[src/rtl/perf_monitor.sv]
`default_nettype none
// +--------------------------------------------------------------------------+
// | perf_monitor: pipeline performance counters gated by an IDLE/RUN/DONE FSM |
// | Rev 1.0                                                                   |
// +--------------------------------------------------------------------------+
module perf_monitor #(
   parameter int WIDTH      = 32,
   parameter int IDLE_LIMIT = 8
) (
   input  logic             clk_i,
   input  logic             rst_i,
   input  logic             start_i,
   input  logic             clear_i,
   input  logic             stall_i,
   input  logic             branch_i,
   input  logic             flush_i,
   input  logic             retire_i,
   output logic [WIDTH-1:0] cycle_o,
   output logic [WIDTH-1:0] stall_cnt_o,
   output logic [WIDTH-1:0] flush_cnt_o,
   output logic [WIDTH-1:0] retire_cnt_o,
   output logic             running_o,
   output logic             done_o,
   output logic             sat_o
);

   localparam int                IDLE_W    = $clog2(IDLE_LIMIT) + 1;
   localparam logic [IDLE_W-1:0] IDLE_LAST = IDLE_W'(IDLE_LIMIT - 1);
   localparam logic [WIDTH-1:0]  CNT_MAX   = '1;

   typedef enum logic [1:0] {
      ST_IDLE = 2'd0,
      ST_RUN  = 2'd1,
      ST_DONE = 2'd2
   } state_e;

   state_e             state_q,  state_d;
   logic [WIDTH-1:0]   cycle_q,  cycle_d;
   logic [WIDTH-1:0]   stall_q,  stall_d;
   logic [WIDTH-1:0]   flush_q,  flush_d;
   logic [WIDTH-1:0]   retire_q, retire_d;
   logic [IDLE_W-1:0]  idle_q,   idle_d;
   logic               sat_q,    sat_d;

   // Counters stick at all-ones rather than wrapping.
   function automatic logic [WIDTH-1:0] sat_inc(input logic [WIDTH-1:0] v,
                                                input logic             en);
      if (en && (v != CNT_MAX)) begin
         return v + WIDTH'(1);
      end
      return v;
   endfunction

   always_ff @(posedge clk_i) begin
      if (rst_i) begin
         state_q  <= ST_IDLE;
         cycle_q  <= '0;
         stall_q  <= '0;
         flush_q  <= '0;
         retire_q <= '0;
         idle_q   <= '0;
         sat_q    <= 1'b0;
      end else begin
         state_q  <= state_d;
         cycle_q  <= cycle_d;
         stall_q  <= stall_d;
         flush_q  <= flush_d;
         retire_q <= retire_d;
         idle_q   <= idle_d;
         sat_q    <= sat_d;
      end
   end

   always_comb begin
      state_d  = state_q;
      cycle_d  = cycle_q;
      stall_d  = stall_q;
      flush_d  = flush_q;
      retire_d = retire_q;
      idle_d   = idle_q;
      sat_d    = sat_q;

      if (clear_i) begin
         state_d  = ST_IDLE;
         cycle_d  = '0;
         stall_d  = '0;
         flush_d  = '0;
         retire_d = '0;
         idle_d   = '0;
         sat_d    = 1'b0;
      end else begin
         unique case (state_q)
            ST_IDLE: begin
               if (start_i) begin
                  state_d = ST_RUN;
               end
            end
            ST_RUN: begin
               if (!start_i) begin
                  state_d = ST_IDLE;
                  idle_d  = '0;
               end else begin
                  // A stall coinciding with a branch decode is not a hazard stall.
                  cycle_d  = sat_inc(cycle_q, 1'b1);
                  stall_d  = sat_inc(stall_q, stall_i & ~branch_i);
                  flush_d  = sat_inc(flush_q, flush_i);
                  retire_d = sat_inc(retire_q, retire_i);
                  sat_d    = sat_q | (cycle_d == CNT_MAX) | (stall_d == CNT_MAX)
                                   | (flush_d == CNT_MAX) | (retire_d == CNT_MAX);
                  if (retire_i) begin
                     idle_d = '0;
                  end else begin
                     idle_d = idle_q + IDLE_W'(1);
                     if (idle_q == IDLE_LAST) begin
                        state_d = ST_DONE;
                     end
                  end
               end
            end
            ST_DONE: begin
               state_d = ST_DONE;
            end
            default: begin
               state_d = ST_IDLE;
            end
         endcase
      end
   end

   assign cycle_o      = cycle_q;
   assign stall_cnt_o  = stall_q;
   assign flush_cnt_o  = flush_q;
   assign retire_cnt_o = retire_q;
   assign running_o    = (state_q == ST_RUN);
   assign done_o       = (state_q == ST_DONE);
   assign sat_o        = sat_q;

endmodule
`default_nettype wire
[config.mk]
export PLATFORM = sky130hd
export DESIGN_NAME = perf_monitor
export DESIGN_NICKNAME = d
export VERILOG_FILES = /design/src/rtl/perf_monitor.sv
export SDC_FILE = /design/constraint.sdc
export NUM_CORES = 1
export LEC_CHECK = 0
export BUFFER_PORTS_ARGS = -buffer_cell sky130_fd_sc_hd__buf_4
export CAP_MARGIN = 20
export CORE_MARGIN = 4
export CORE_UTILIZATION = 25
export CTS_BUF_LIST = sky130_fd_sc_hd__clkbuf_16
export DETAILED_ROUTE_END_ITERATION = 6
export GPL_ROUTABILITY_DRIVEN = 0
export SETUP_SLACK_MARGIN = 0.15
export SYNTH_ARGS = -nofsm -noshare
export SYNTH_HDL_FRONTEND = slang
export SYNTH_SLANG_ARGS = --single-unit
[constraint.sdc]
create_clock -name clk_i -period 5.11 [get_ports clk_i]
set_input_delay 1.2775 -clock clk_i [delete_from_list [all_inputs] [get_ports clk_i]]
set_output_delay 1.2775 -clock clk_i [all_outputs]
set_load 0.02 [all_outputs]
Yosys cells after proc, flatten, opt, wreduce, memory -nomap -nowiden
Index checks and enable logic that the tools add are counted.
W data, S select, Z words.
{"block": "word_totals", "register_bits": 135, "elab_cells": 82, "out_inout_bits": 131}
{"block": "classes", "reduce_logical": 7, "mux": 43, "n_eq_ne": 14, "add_sub_neg": 5, "bitwise": 6}
{"cell": "$mux W32", "n": 20}
{"cell": "$add A32 B1 Y32 const B", "n": 4}
{"cell": "$eq A32 B32 Y1 const B", "n": 4}
{"cell": "$ne A32 B32 Y1 const B", "n": 4}
{"cell": "$mux W1", "n": 16}
{"cell": "$mux W2", "n": 4}
{"cell": "$mux W4", "n": 2}
{"cell": "$pmux W2 S3", "n": 1}
{"cell": "$add A4 B1 Y4 const B", "n": 1}
{"cell": "$eq A4 B3 Y1 const B", "n": 1}
{"cell": "$or A1 B1 Y1", "n": 4}
{"cell": "$logic_and A1 B1 Y1", "n": 3}
{"cell": "$ne A3 B2 Y1 const B", "n": 1}
{"cell": "$ne A3 B3 Y1 const B", "n": 1}
{"cell": "$reduce_and A3 Y1", "n": 1}
{"cell": "$eq A2 B1 Y1 const B", "n": 1}
{"cell": "$eq A2 B2 Y1 const B", "n": 1}
{"cell": "$logic_not A2 Y1", "n": 1}
{"cell": "$ne A2 B2 Y1 const B", "n": 1}
{"cell": "$reduce_and A2 Y1", "n": 1}
{"cell": "$reduce_or A2 Y1", "n": 1}
{"cell": "$and A1 B1 Y1", "n": 1}
{"cell": "$not A1 Y1", "n": 1}

Longest topological paths before layout
{"block": "logic_depth", "ltp_word": 15, "mapped_depth": 12, "ltp_nobuf": 10}

Worst setup path before layout
No wires, ideal clock.
{"block": "synth_timing", "path_kind": "input port to flip-flop", "start": "input port branch_i", "end": "register sat_q, in the netlist sat_o", "required_ps": 5036, "arrival_ps": 3232, "path_slack_ps": 1803, "path_stages": 9, "n_path_buf": 0, "setup_ps": 74, "cell_sequence": "nand2b_1 -> nor4_1 -> o311ai_2 -> nor3_1 -> xnor2_1 -> a31oi_1 -> nand3_1 -> or4_1 -> a31oi_1"}
{"block": "synth_between", "elab_chain_len": 15}
{"item": "start, declared", "line": "15", "text": "input logic branch_i,"}
{"item": "$not A1 Y1", "line": "105", "text": "stall_d = sat_inc(stall_q, stall_i & ~branch_i);"}
{"item": "$and A1 B1 Y1", "line": "105"}
{"item": "$logic_and A1 B1 Y1", "line": "48", "text": "if (en && (v != CNT_MAX)) begin"}
{"item": "$mux W1", "line": "48"}
{"item": "$mux W1", "line": "99", "text": "if (!start_i) begin"}
{"item": "$mux W1", "line": "92", "text": "unique case (state_q)"}
{"item": "$mux W1", "line": "83", "text": "if (clear_i) begin"}
{"item": "$mux W32", "line": "51", "text": "return v;"}
{"item": "$mux W32", "line": "99"}
{"item": "$mux W32", "line": "92"}
{"item": "$mux W32", "line": "83"}
{"item": "$eq A32 B32 Y1", "line": "108", "text": "sat_d = sat_q | (cycle_d == CNT_MAX) | (stall_d == CNT_MAX)"}
{"item": "$or A1 B1 Y1", "line": "108"}
{"item": "$or A1 B1 Y1 (2 in series)", "line": "109", "text": "| (flush_d == CNT_MAX) | (retire_d == CNT_MAX);"}
{"item": "end signal, assigned", "line": "70", "text": "sat_q <= sat_d;"}
{"item": "end, declared", "line": "43", "text": "logic sat_q, sat_d;"}
No other way between the ends. The select of a mux whose other input is x is not followed.
A chain may end at the register's enable or synchronous reset.

Final worst setup path
{"block": "layout_timing", "start": "register flush_q[0], in the netlist flush_cnt_o[0]", "end": "register sat_q, in the netlist sat_o"}
{"block": "layout_between", "elab_chain_len": 13, "elab_cells_between_ends": 15, "classes_between": "add/sub: 1; eq/ne: 2; mux: 9; bitwise: 2; reduce/logical: 1"}
{"item": "start, declared", "line": "40", "text": "logic [WIDTH-1:0] flush_q, flush_d;"}
{"item": "start signal, assigned", "line": "67", "text": "flush_q <= flush_d;"}
{"item": "parallel branches: the longest is 6 deep, another holds $add A32 B1 Y32"}
{"item": "$mux W32 *", "line": "51"}
{"item": "$mux W32 *", "line": "99"}
{"item": "$mux W32 *", "line": "92"}
{"item": "$mux W32 *", "line": "83"}
{"item": "$eq A32 B32 Y1 *", "line": "109"}
{"item": "$or A1 B1 Y1 * (2 in series)", "line": "109"}
Every way passes the cells marked *. The select of a mux whose other input is x is not followed.

==> qor_table.md <==
| Group | Result | Value |
| --- | --- | --- |
| outcome | Run status | completed |
| routing | First DRT Iteration DRCs | 590 |
| placement | Buffers added on ports | 138 |
| global routing | Initial antenna violation count | 0 |
| timing | Summed negative setup slack over all endpoints | 0 ps |
| worst setup path | CP top delay family | simple AND/OR/NAND/NOR gates |
| clock network | Root Buffer Master | clkbuf_16 |
| power | Peak ir drop on the vdd network | 218 uV |
| synth | Most frequent cell after synthesis | nor2_1 |
| power | Combinational fraction of design power | 0.019 |
| synth | Most instantiated flip-flop cell in the synthesis netlist | dfxtp_1 |
| finish | Non-filler cells, final | 1632 |
| placement | Worst slack at placement | 1270 ps |
| floorplanning | Total core area | 0.0318 mm2 |
| floorplanning | Effective utilization at floorplan | 0.256 |
| worst setup path | Slowest Stage Delay on Critical Path | 740 ps |
| floorplanning | Die area | 0.0355 mm2 |
| synth | Synthesized area per cell | 7.52 um2 |
| global routing | Global route overflow | 0 |
| synth | Post-Syn Nets | 1095 |
| timing | Setup repair after global routing missed its margin | false |
| global routing | Vias in the first global route | 7574 |
| timing | Time the final worst path needs with I/O delays and setup | 3580 ps |
| worst setup path | Highest net fanout along the worst path | 14 |
| clock network | Clock latency on the worst-skew pair | 430 ps |
| worst setup path | Data required, critical path | 5470 ps |
| power | Internal power summed over all cells | 1.93 mW |
| clock network | CTS-repair resized insts | 0 |
| routing | Via count of the routed design | 8158 |
| min path | Path class of the lowest-slack min-delay path | reg2reg |
| worst setup path | Internal reg-to-reg setup slack | 1530 ps |
| finish | Number of nets in the finished design | 1197 |
| clock network | Number of clock sinks | 135 |
| power | Total power consumption of the routed design | 2.48 mW |
| worst setup path | Library cell contributing the largest single delay on the critical path | o21ai_1 |
| finish | Fraction of final layout cells sized beyond drive strength 1 | 0.160 |
| routing | Post-detailed-route via-to-cell ratio | 5.00 |
| clock network | TritonCTS clock tree | built |
| min path | Hold depth | 1 |
| timing | Final setup viols | 0 |
| floorplanning | Number of core rows | 65 |
| global routing | Maximum number of pins on one net before global-route repair | 74 |
| timing | Share of the clock period used by the worst path after layout | 0.701 |
| power | Clk pwr share | 0.556 |
| worst setup path | CP most frequent cell | nand3_1 |
| synth | Netlist area before placement | 0.00814 mm2 |
| timing | Smallest setup slack after layout | 1530 ps |
| timing | Worst hold margin | 445 ps |
| timing | Max transition margin | 0.366 |
| finish | Count of inserted antenna diode cells | 0 |
| timing | Number of hold violations in the final report | 0 |
| floorplanning | I/O Pins | 139 |
| power | P_leak | 3.39 nW |
| synth | Area fraction of the dominant cell type after synthesis | 0.332 |
| timing | Count of final max-slew check failures | 0 |
| flow run | Max-cap violations | 0 |
| worst setup path | Kind of end point of the critical path | flop |
| worst setup path | Startpoint Class | flop |
| floorplanning | Die X-Extent | 188 um |
| worst setup path | R2R cell count | 10 |
| worst setup path | Arrival time reported for the critical path endpoint | 3940 ps |
| floorplanning | Die span in y | 188 um |
| synth | Flop and latch count out of synthesis | 135 |
| timing | Clock Skew | 10.1 ps |
| timing | Achievable clock frequency | 279 MHz |
| power | Switching part of the total | 0.220 |
| worst setup path | Worst Setup Path Type | reg2reg |
| placement | Post-detail-place hpwl | 18.0 mm |
| clock network | Number of buffers on the longest clock path | 2 |
| clock network | Post-CTS setup buffer count | 0 |
| worst setup path | Worst r2r dst | sat_o$_SDFFE_PP0P_ |
| clock network | Number of buffers inserted during clock tree synthesis | 17 |
| timing | Worst Tran Pin Value | 942 ps |
| worst setup path | Startpoint of the worst-slack reg-to-reg timing path | flush_cnt_o[0]$_SDFFE_PP0P_ |
| synth | Number of warnings reported in the yosys synthesis log | 0 |
| clock network | CTS H-tree depth | 4 |
| power | Fraction of power consumed by sequential logic | 0.425 |
| routing | Detailed Route WL | 24.6 mm |
| synth | Top area cells in the synthesized netlist | dfxtp_1, xor2_1, nor2_1, xnor2_1, nand2_1 |
| clock network | Clock slew seen by the registers of the worst setup and hold paths | 60 ps |
| synth | Number of flops mapped to enable cells by yosys | 0 |
| synth | Sequential-to-total area share from yosys stat | 0.332 |
| global routing | Global-route wire length before repair | 40.8 mm |
| power | P per Cell Area | 244 mW/mm2 |
| power | Net switching power | 546 uW |
| worst setup path | Critical path, cell by cell | ha_1 > nand3_1 > nor3_2 > nand3_1 > o21ai_1 > nor2_1 > xnor2_1 > or3_1 > or4_1 > a31oi_1 |
| finish | Area delta synth->final | 24.9% |
| synth | Ys async rst share | 0 |
| routing | Post-DR wirelength/cell | 15.1 um |
| min path | Launch point of the worst hold path | state_q[1]$_SDFFE_PP0P_ |
| synth | Number of distinct standard cells referenced by the synthesized netlist | 67 |
| routing | Detailed-routing iteration count for the pre-antenna-repair pass | 5 |
| synth | Post-synthesis cell count | 1082 |
| worst setup path | Count of buffering cells on the critical path with inverters included | 0 |
| clock network | Cts hold-fix bufs | 0 |
| min path | Hold Path Sink | state_q[0]$_SDFFE_PP0P_ |
| placement | Post-placement cell count | 1600 |
| global routing | Global-route usage over all layers | 0.138 |
| synth | Library cell with the largest summed area after synthesis | dfxtp_1 |
| routing | DRC violations left | 0 |
| synth | Synth top cells by count | nor2_1, dfxtp_1, nand2_1 |
| routing | Remaining antenna violation count after routing | 0 |
[layer usage]
layer	share of wire	GRT usage	wire (um)
met1	0.46	0.185	11300
met2	0.45	0.218	11200
met3	0.066	0.0361	1640
met4	0.020	0.0423	499
met5	0	0	0
[final cells by class]
cell class              count  area (um2)
clock buffers              17         425
clock inverters            15         226
fillers                  3426       21600
inverters                  16        60.1
multi-input cells         870        5110
flip-flops and latches    135        2700
well taps                 435         544
repair buffers            144        1090
[worst max path at each step]
stage,slack [ps],from,cells past startpoint,to
finish,1530,flush_cnt_o[0]$_SDFFE_PP0P_,10,sat_o$_SDFFE_PP0P_
global placement,1390,branch_i,10,sat_o$_SDFFE_PP0P_
global route,1270,flush_cnt_o[0]$_SDFFE_PP0P_,10,sat_o$_SDFFE_PP0P_
detailed placement,1270,branch_i,10,sat_o$_SDFFE_PP0P_
CTS,1560,flush_cnt_o[0]$_SDFFE_PP0P_,10,sat_o$_SDFFE_PP0P_
floorplan,1800,branch_i,9,sat_o$_SDFFE_PP0P_
[flip-flops by register name (all words and copies together), names as in the netlist]
name / count
flush_cnt_o: 32
idle_q: 4
state_q: 2
stall_cnt_o: 32
sat_o: 1
retire_cnt_o: 32
cycle_o: 32
[layout by cell type (no fill, tap or decap), drive strengths merged, types with 17 or more instances in the layout]
cell type / count
buf: 144
a21oi: 44
dfxtp: 135
nand4: 54
or3: 29
nand3: 69
xnor2: 56
inv: 18
o21ai: 37
and3: 27
nor3: 40
nor2: 177
xor2: 82
clkbuf: 17
nand2: 109
[power groups by stage]
stage	logic (mW)	registers (mW)	clock network, mW
after floorplan	0.0294	1.08	0
final	0.0475	1.05	1.38
after CTS	0.0489	1.05	1.43
after global placement	0.0486	1.08	0
after detailed placement	0.0489	1.08	0
after global routing	0.0529	1.05	1.47
[worst reg2reg max path: cells and delay by family, from the launching register on]
family	cells	cell delay, ps
simple gates	6	1710
xor+xnor	1	160
fa+ha+maj	1	270
flops	1	450
compound gates	2	920
[stage by stage]
step	cell area, um2	util
2_1_floorplan	8140	-
3_3_place_gp	9510	0.299
3_5_place_dp	9510	0.299
4_1_cts	10200	0.320
5_1_grt	10200	0.320
6_report	10200	0.320
[cells by family after synthesis]
kind of cell / count (synthesis) / synth area share
AO/OA/AOI/OAI: 140 / 0.107
XOR/XNOR: 138 / 0.148
adder cells (fa/ha/maj): 5 / 0.00769
buffers and inverters: 77 / 0.0404
flip-flops: 135 / 0.332
multiplexers: 4 / 0.00492
AND/OR/NAND/NOR: 583 / 0.359
No activity file was read; power rests on OpenSTA's default activity.
